## src/rtl/seg_scan_monitor.sv

```systemverilog
// Passive monitor for a multiplexed 7-segment bus: rebuilds the four hex digits, decimal points
// and blink state from the scanned lines, and flags segment patterns that are not hex glyphs.
module seg_scan_monitor #(
    parameter int SETTLE_CYCLES = 4,
    parameter int BLINK_WINDOW  = 25_000_000,
    parameter int WIN_W         = 25
) (
    input  logic       clk,
    input  logic       reset,
    input  logic       a,
    input  logic       b,
    input  logic       c,
    input  logic       d,
    input  logic       e,
    input  logic       f,
    input  logic       g,
    input  logic       dp,
    input  logic [3:0] an,
    input  logic       err_clr,
    output logic [3:0] digit3,
    output logic [3:0] digit2,
    output logic [3:0] digit1,
    output logic [3:0] digit0,
    output logic [3:0] dp_out,
    output logic [3:0] lit,
    output logic [3:0] blink,
    output logic       frame_done,
    output logic       err
);

    localparam int CNT_W = $clog2(SETTLE_CYCLES + 1);
    localparam logic [CNT_W-1:0] CNT_LAST = CNT_W'(SETTLE_CYCLES - 1);
    localparam logic [WIN_W-1:0] WIN_LAST = WIN_W'(BLINK_WINDOW - 1);
    localparam logic [6:0] SEG_BLANK = 7'b1111111;

    typedef enum logic [1:0] {IDLE, SETTLE, HOLD} scanStateT;

    // Returns {hit, value} for an active-low {a..g} pattern.
    function automatic logic [4:0] decodeSeg(input logic [6:0] seg);
        case (seg)
            7'b0000001: decodeSeg = {1'b1, 4'h0};
            7'b1001111: decodeSeg = {1'b1, 4'h1};
            7'b0010010: decodeSeg = {1'b1, 4'h2};
            7'b0000110: decodeSeg = {1'b1, 4'h3};
            7'b1001100: decodeSeg = {1'b1, 4'h4};
            7'b0100100: decodeSeg = {1'b1, 4'h5};
            7'b0100000: decodeSeg = {1'b1, 4'h6};
            7'b0001111: decodeSeg = {1'b1, 4'h7};
            7'b0000000: decodeSeg = {1'b1, 4'h8};
            7'b0000100: decodeSeg = {1'b1, 4'h9};
            7'b0001000: decodeSeg = {1'b1, 4'hA};
            7'b1100000: decodeSeg = {1'b1, 4'hB};
            7'b0110001: decodeSeg = {1'b1, 4'hC};
            7'b1000010: decodeSeg = {1'b1, 4'hD};
            7'b0110000: decodeSeg = {1'b1, 4'hE};
            7'b0111000: decodeSeg = {1'b1, 4'hF};
            default:    decodeSeg = 5'b0;
        endcase
    endfunction

    logic [11:0] busRaw;
    logic [11:0] busMeta_p0;
    logic [11:0] busSync_p1;
    logic [11:0] busPrev_p2;

    assign busRaw = {a, b, c, d, e, f, g, dp, an};

    // Stage p0/p1: two-flop synchronizer; p2 keeps the previous synchronized sample
    always_ff @(posedge clk or negedge reset) begin
        if (!reset) begin
            busMeta_p0 <= '1;
            busSync_p1 <= '1;
            busPrev_p2 <= '1;
        end else begin
            busMeta_p0 <= busRaw;
            busSync_p1 <= busMeta_p0;
            busPrev_p2 <= busSync_p1;
        end
    end

    logic [6:0] segS;
    logic       dpS;
    logic [3:0] anS;
    logic       changed;
    logic       selLegal;
    logic [1:0] selIdx;

    assign segS    = busSync_p1[11:5];
    assign dpS     = busSync_p1[4];
    assign anS     = busSync_p1[3:0];
    assign changed = busSync_p1 != busPrev_p2;

    always_comb begin
        selLegal = 1'b1;
        selIdx   = 2'd0;
        case (anS)
            4'b1110: selIdx = 2'd0;
            4'b1101: selIdx = 2'd1;
            4'b1011: selIdx = 2'd2;
            4'b0111: selIdx = 2'd3;
            default: selLegal = 1'b0;
        endcase
    end

    scanStateT        stateQ, stateD;
    logic [CNT_W-1:0] cntQ, cntD;
    logic             capture;
    logic             startRun;

    always_ff @(posedge clk or negedge reset) begin
        if (!reset) begin
            stateQ <= IDLE;
            cntQ   <= '0;
        end else begin
            stateQ <= stateD;
            cntQ   <= cntD;
        end
    end

    // cntQ holds the stable cycles seen before the current one, so the
    // current cycle completes the dwell when cntQ reaches SETTLE_CYCLES-1.
    always_comb begin
        stateD   = stateQ;
        cntD     = cntQ;
        capture  = 1'b0;
        startRun = 1'b0;
        case (stateQ)
            IDLE: begin
                if (selLegal) startRun = 1'b1;
            end
            SETTLE: begin
                if (changed) begin
                    if (selLegal) startRun = 1'b1;
                    else stateD = IDLE;
                end else if (cntQ == CNT_LAST) begin
                    capture = 1'b1;
                    stateD  = HOLD;
                end else begin
                    cntD = cntQ + 1'b1;
                end
            end
            HOLD: begin
                if (changed) begin
                    if (selLegal) startRun = 1'b1;
                    else stateD = IDLE;
                end
            end
            default: stateD = IDLE;
        endcase
        if (startRun) begin
            cntD = CNT_W'(1);
            if (SETTLE_CYCLES == 1) begin
                capture = 1'b1;
                stateD  = HOLD;
            end else begin
                stateD = SETTLE;
            end
        end
    end

    logic [4:0]       decoded;
    logic [3:0]       capBlank, capLit, capMask, maskNext;
    logic             capBad, frameHit, wrap;
    logic [15:0]      digitsQ;
    logic [3:0]       maskQ, seenBlankQ, seenLitQ;
    logic [WIN_W-1:0] wcntQ;

    always_comb begin
        decoded  = decodeSeg(segS);
        capBlank = 4'b0;
        capLit   = 4'b0;
        capBad   = 1'b0;
        capMask  = 4'b0;
        if (capture) begin
            capMask = 4'b0001 << selIdx;
            if (segS == SEG_BLANK) capBlank = capMask;
            else if (decoded[4]) capLit = capMask;
            else capBad = 1'b1;
        end
    end

    assign maskNext = maskQ | capMask;
    assign frameHit = maskNext == 4'hF;
    assign wrap     = wcntQ == WIN_LAST;

    // Capture stage: digit/lit/dp state, frame mask, blink window and error flag
    always_ff @(posedge clk or negedge reset) begin
        if (!reset) begin
            digitsQ    <= '0;
            lit        <= '0;
            dp_out     <= '0;
            blink      <= '0;
            frame_done <= 1'b0;
            err        <= 1'b0;
            maskQ      <= '0;
            seenBlankQ <= '0;
            seenLitQ   <= '0;
            wcntQ      <= '0;
        end else begin
            if ((|capBlank) || (|capLit)) dp_out[selIdx] <= ~dpS;
            if (|capLit) begin
                digitsQ[{selIdx, 2'b00} +: 4] <= decoded[3:0];
                lit[selIdx] <= 1'b1;
            end
            if (|capBlank) lit[selIdx] <= 1'b0;
            frame_done <= frameHit;
            maskQ      <= frameHit ? 4'b0 : maskNext;
            wcntQ      <= wrap ? '0 : wcntQ + 1'b1;
            if (wrap) begin
                blink      <= seenBlankQ & seenLitQ;
                seenBlankQ <= capBlank;
                seenLitQ   <= capLit;
            end else begin
                seenBlankQ <= seenBlankQ | capBlank;
                seenLitQ   <= seenLitQ | capLit;
            end
            if (capBad) err <= 1'b1;
            else if (err_clr) err <= 1'b0;
        end
    end

    assign digit0 = digitsQ[3:0];
    assign digit1 = digitsQ[7:4];
    assign digit2 = digitsQ[11:8];
    assign digit3 = digitsQ[15:12];

endmodule

```

## config.mk

```make
export PLATFORM = sky130hd
export DESIGN_NAME = seg_scan_monitor
export DESIGN_NICKNAME = d
export VERILOG_FILES = /design/src/rtl/seg_scan_monitor.sv
export SDC_FILE = /design/constraint.sdc
export NUM_CORES = 1
export LEC_CHECK = 0
export ABC_AREA = 1
export CELL_PAD_IN_SITES_DETAIL_PLACEMENT = 2
export CELL_PAD_IN_SITES_GLOBAL_PLACEMENT = 2
export CORE_MARGIN = 4
export CORE_UTILIZATION = 36
export DETAILED_ROUTE_END_ITERATION = 12
export PLACE_DENSITY_LB_ADDON = 0.2
export SETUP_SLACK_MARGIN = 0.5
export SYNTH_ARGS = -nofsm -noshare
export SYNTH_HDL_FRONTEND = slang
export SYNTH_SLANG_ARGS = --single-unit
export TNS_END_PERCENT = 5
```

## constraint.sdc

```tcl
create_clock -name clk -period 2.35 [get_ports clk]
set_input_delay 0.5875 -clock clk [delete_from_list [all_inputs] [get_ports clk]]
set_output_delay 0.5875 -clock clk [all_outputs]
set_load 0.1 [all_outputs]
```

==> flow_summary.json <==
{
  "vias": 4248,
  "synth_cell_types": 44,
  "grt_pass1_wl_mm": 27.31,
  "nets": 680,
  "critical_path_required_ns": 2.59,
  "layout_setup_ws_ns": 0.1608,
  "synth_seq_cells": 108,
  "synthCells": 565,
  "area_delta_synth_final_pct": 30.74,
  "gp_congestion": 0.8133,
  "seqCellArea_um2": 2748,
  "power_density_nw_per_um2": 615.5,
  "clk_pin_slew_worst_paths_ns": 0.07,
  "final_util_pct": 48.86,
  "grt_pass1_vias": 4940,
  "route.detailed.drc": 0,
  "clock-sinks": 108,
  "synth_warnings": 0,
  "finalInstanceArea_um2": 6573,
  "r2r_start": "busSync_p1[8]",
  "maxCapViolCount": 0,
  "synth_area_um2": 5027,
  "routedWlPerCell_um": 19.62,
  "syn-num-nets": 591,
  "first_pass_iters": 4,
  "maxSlewViolCount": 0,
  "dieArea_um2": 15920,
  "initial_core_util_pct": 37.37,
  "gr-usage-all-layers_pct": 21.88,
  "syn_area_per_cell_um2": 8.898,
  "clock_path_buffers": 2,
  "arrival_ns": 2.43,
  "worst_pin_slew_ns": 0.5802,
  "hold_buffers": 0,
  "fin_tns_setup_ns": 0,
  "wirelength_mm": 16.38,
  "clock.fmax_mhz": 456.8,
  "final.period_utilization_pct": 93.16,
  "grt-ovfl-total": 0,
  "fillers": 1465,
  "cts_max_level": 3,
  "fin_skew_ns": 0.009382,
  "pre_cts_ws_ns": 0.07943,
  "status": "finished, final reports clean",
  "dieHeight_um": 126.2,
  "drt_iter0_drc": 101,
  "rows": 42,
  "hold_class": "in -> async",
  "final-setup-viol-count": 0,
  "slew_headroom_pct": 61.32,
  "multiInputGateArea_um2": 2190,
  "dp_hpwl_mm": 9.992,
  "post_dp_cell_area_um2": 5627,
  "rsz0062_at_grt": "true",
  "path_class": "reg -> reg",
  "vias_per_cell": 5.087,
  "leakagePower_nw": 3.147,
  "endpoint_kind": "flop",
  "antenna_left": 0,
  "cts_root_buf": "clkbuf_16",
  "vdd.ir_drop.worst_mv": 0.5994,
  "synth_edf_count": 0,
  "tritoncts": "yes",
  "critPathLaunchType": "flop",
  "pin_count": 45,
  "n_antenna_cell": 0,
  "async_flop_share_pct": 100.0,
  "clkLatencyLatePin_ns": 0.36,
  "synth-main-ff-cell": "dfrtp_1",
  "grt_antenna_before_repair": 0,
  "drive_above_1_share_pct": 31.87,
  "portBuffers": 44,
  "hold_viol_final": 0,
  "worst_r2r_path_depth": 13,
  "die_w_um": 126.2,
  "setup.worst_path.start": "busSync_p1[8]",
  "cts_made_buffers": 9,
  "totalPowerFinal_mw": 4.045,
  "ys_seq_area_share_pct": 54.65,
  "core_um2": 13450,
  "fin_crit_ns": 2.189,
  "crit_fanout": 4,
  "grt_max_degree": 42
}
## final timing paths
path                                  to  slack, ns
min                            wcntQ[20]       0.23
min reg2reg                busSync_p1[9]       0.36
min in group clk           busSync_p1[9]       0.36
max                                 flop       0.16
max reg2reg                         flop       0.16
max in group asynchronous  busPrev_p2[4]       1.45
## cell type report
| class | count | area share [%] |
|---|---|---|
| sequential | 108 | 41.80 |
| multi-input combinational | 364 | 33.31 |
| timing repair buffer | 87 | 11.75 |
| inverter | 84 | 4.931 |
| clock buffer | 12 | 3.750 |
| tap | 176 | 3.350 |
| clock inverter | 4 | 1.104 |
## power breakdown
group | total, mW | leakage [nW] | internal (mW) | switching (mW)
clock | 1.66 | 0.153 | 0.963 | 0.692
sequential | 1.96 | 1.36 | 1.92 | 0.0380
combinational | 0.428 | 1.63 | 0.153 | 0.275
total | 4.05 | 3.15 | 3.04 | 1.00
## cells in the mapped netlist, drive strengths merged (2+ instances only)
library cell	number	area share, %
nor2	53	4.6
nand3b	4	0.85
clkbuf	2	0.15
nand2	156	12
nand3	23	2.6
xnor2	8	1.4
inv	84	6.3
dfrtp	72	36
a31oi	2	0.25
a21oi	17	1.7
or2	2	0.25
o21ai	38	3.9
ha	11	2.7
nor4	4	0.62
xor2	7	1.2
nor3	17	2.3
o211ai	4	0.60
nand4	9	1.1
dfstp	36	19
buf	7	1.2
## sequential cells by signal, summed over array words and instances, names as in the netlist, 4 cells and up, named ones only
name	count
wcntQ	25
digitsQ	16
busMeta_p0	12
busPrev_p2	12
busSync_p1	12
blink	4
dp_out	4
maskQ	4
seenBlankQ	4
seenLitQ	4
## placed cells by master (no fill, tap or decap), types with 3 or more instances in the layout
master           instances
nand2_1                134
dfrtp_1                 72
inv_1                   66
buf_4                   65
nor2_1                  39
dfstp_2                 36
nand3_1                 19
o21ai_0                 19
a21oi_1                 17
nand2_2                 16
inv_2                   15
o21ai_1                 14
clkdlybuf4s50_1         13
nand4_1                  9
clkbuf_16                9
nor3_1                   8
nor2_2                   8
xor2_1                   7
ha_1                     7
nor2_4                   6
xnor2_1                  6
buf_12                   6
nor3_2                   5
o21ai_2                  5
nor3_4                   4
nand2_8                  4
o211ai_1                 4
nand3b_1                 3
ha_4                     3
buf_6                    3
## worst max-delay path: stages, from the launching register on
cell	delay, ns
dfstp_2	0.56
buf_4	0.14
nor2_4	0.05
inv_1	0.07
nor2_1	0.06
nand4_1	0.12
nand2_1	0.10
nor2_2	0.17
nand2_2	0.11
nand3b_4	0.19
buf_12	0.16
buf_4	0.13
a21oi_1	0.14
a21oi_1	0.07
## per-stage QoR
step                      cells  hold WS, ns
final                       835       0.2302
after global routing        835       0.2676
after CTS                   832       0.2409
after detailed placement    781       0.3481
after global placement      781       0.3454
after floorplan             565       0.2919
## repair_timing
action                                  CTS  global route
pin swaps                                24             4
endpoints found under the hold margin     0             0
buffers inserted                         35             3
endpoints found under the setup margin   60            64
gates resized for setup                  63             8
## kinds of logic (layout without fill, tap and decap cells)
family	Yosys count	count (layout)	synth area share [%]
adder cells (fa/ha/maj)	11	11	2.738
XOR/XNOR	15	15	2.613
multiplexers	1	1	0.2240
flip-flops	108	108	54.65
buffers and inverters	93	187	7.640
AND/OR/NAND/NOR	270	270	24.71
AO/OA/AOI/OAI	67	67	7.417
## per-layer routing
metal	track usage, %	wire, µm
met3	5.334	523
met1	25.80	6630
met5	0	0
met2	38.50	8654
met4	8.328	576
Power figures use the tool's default switching activity.
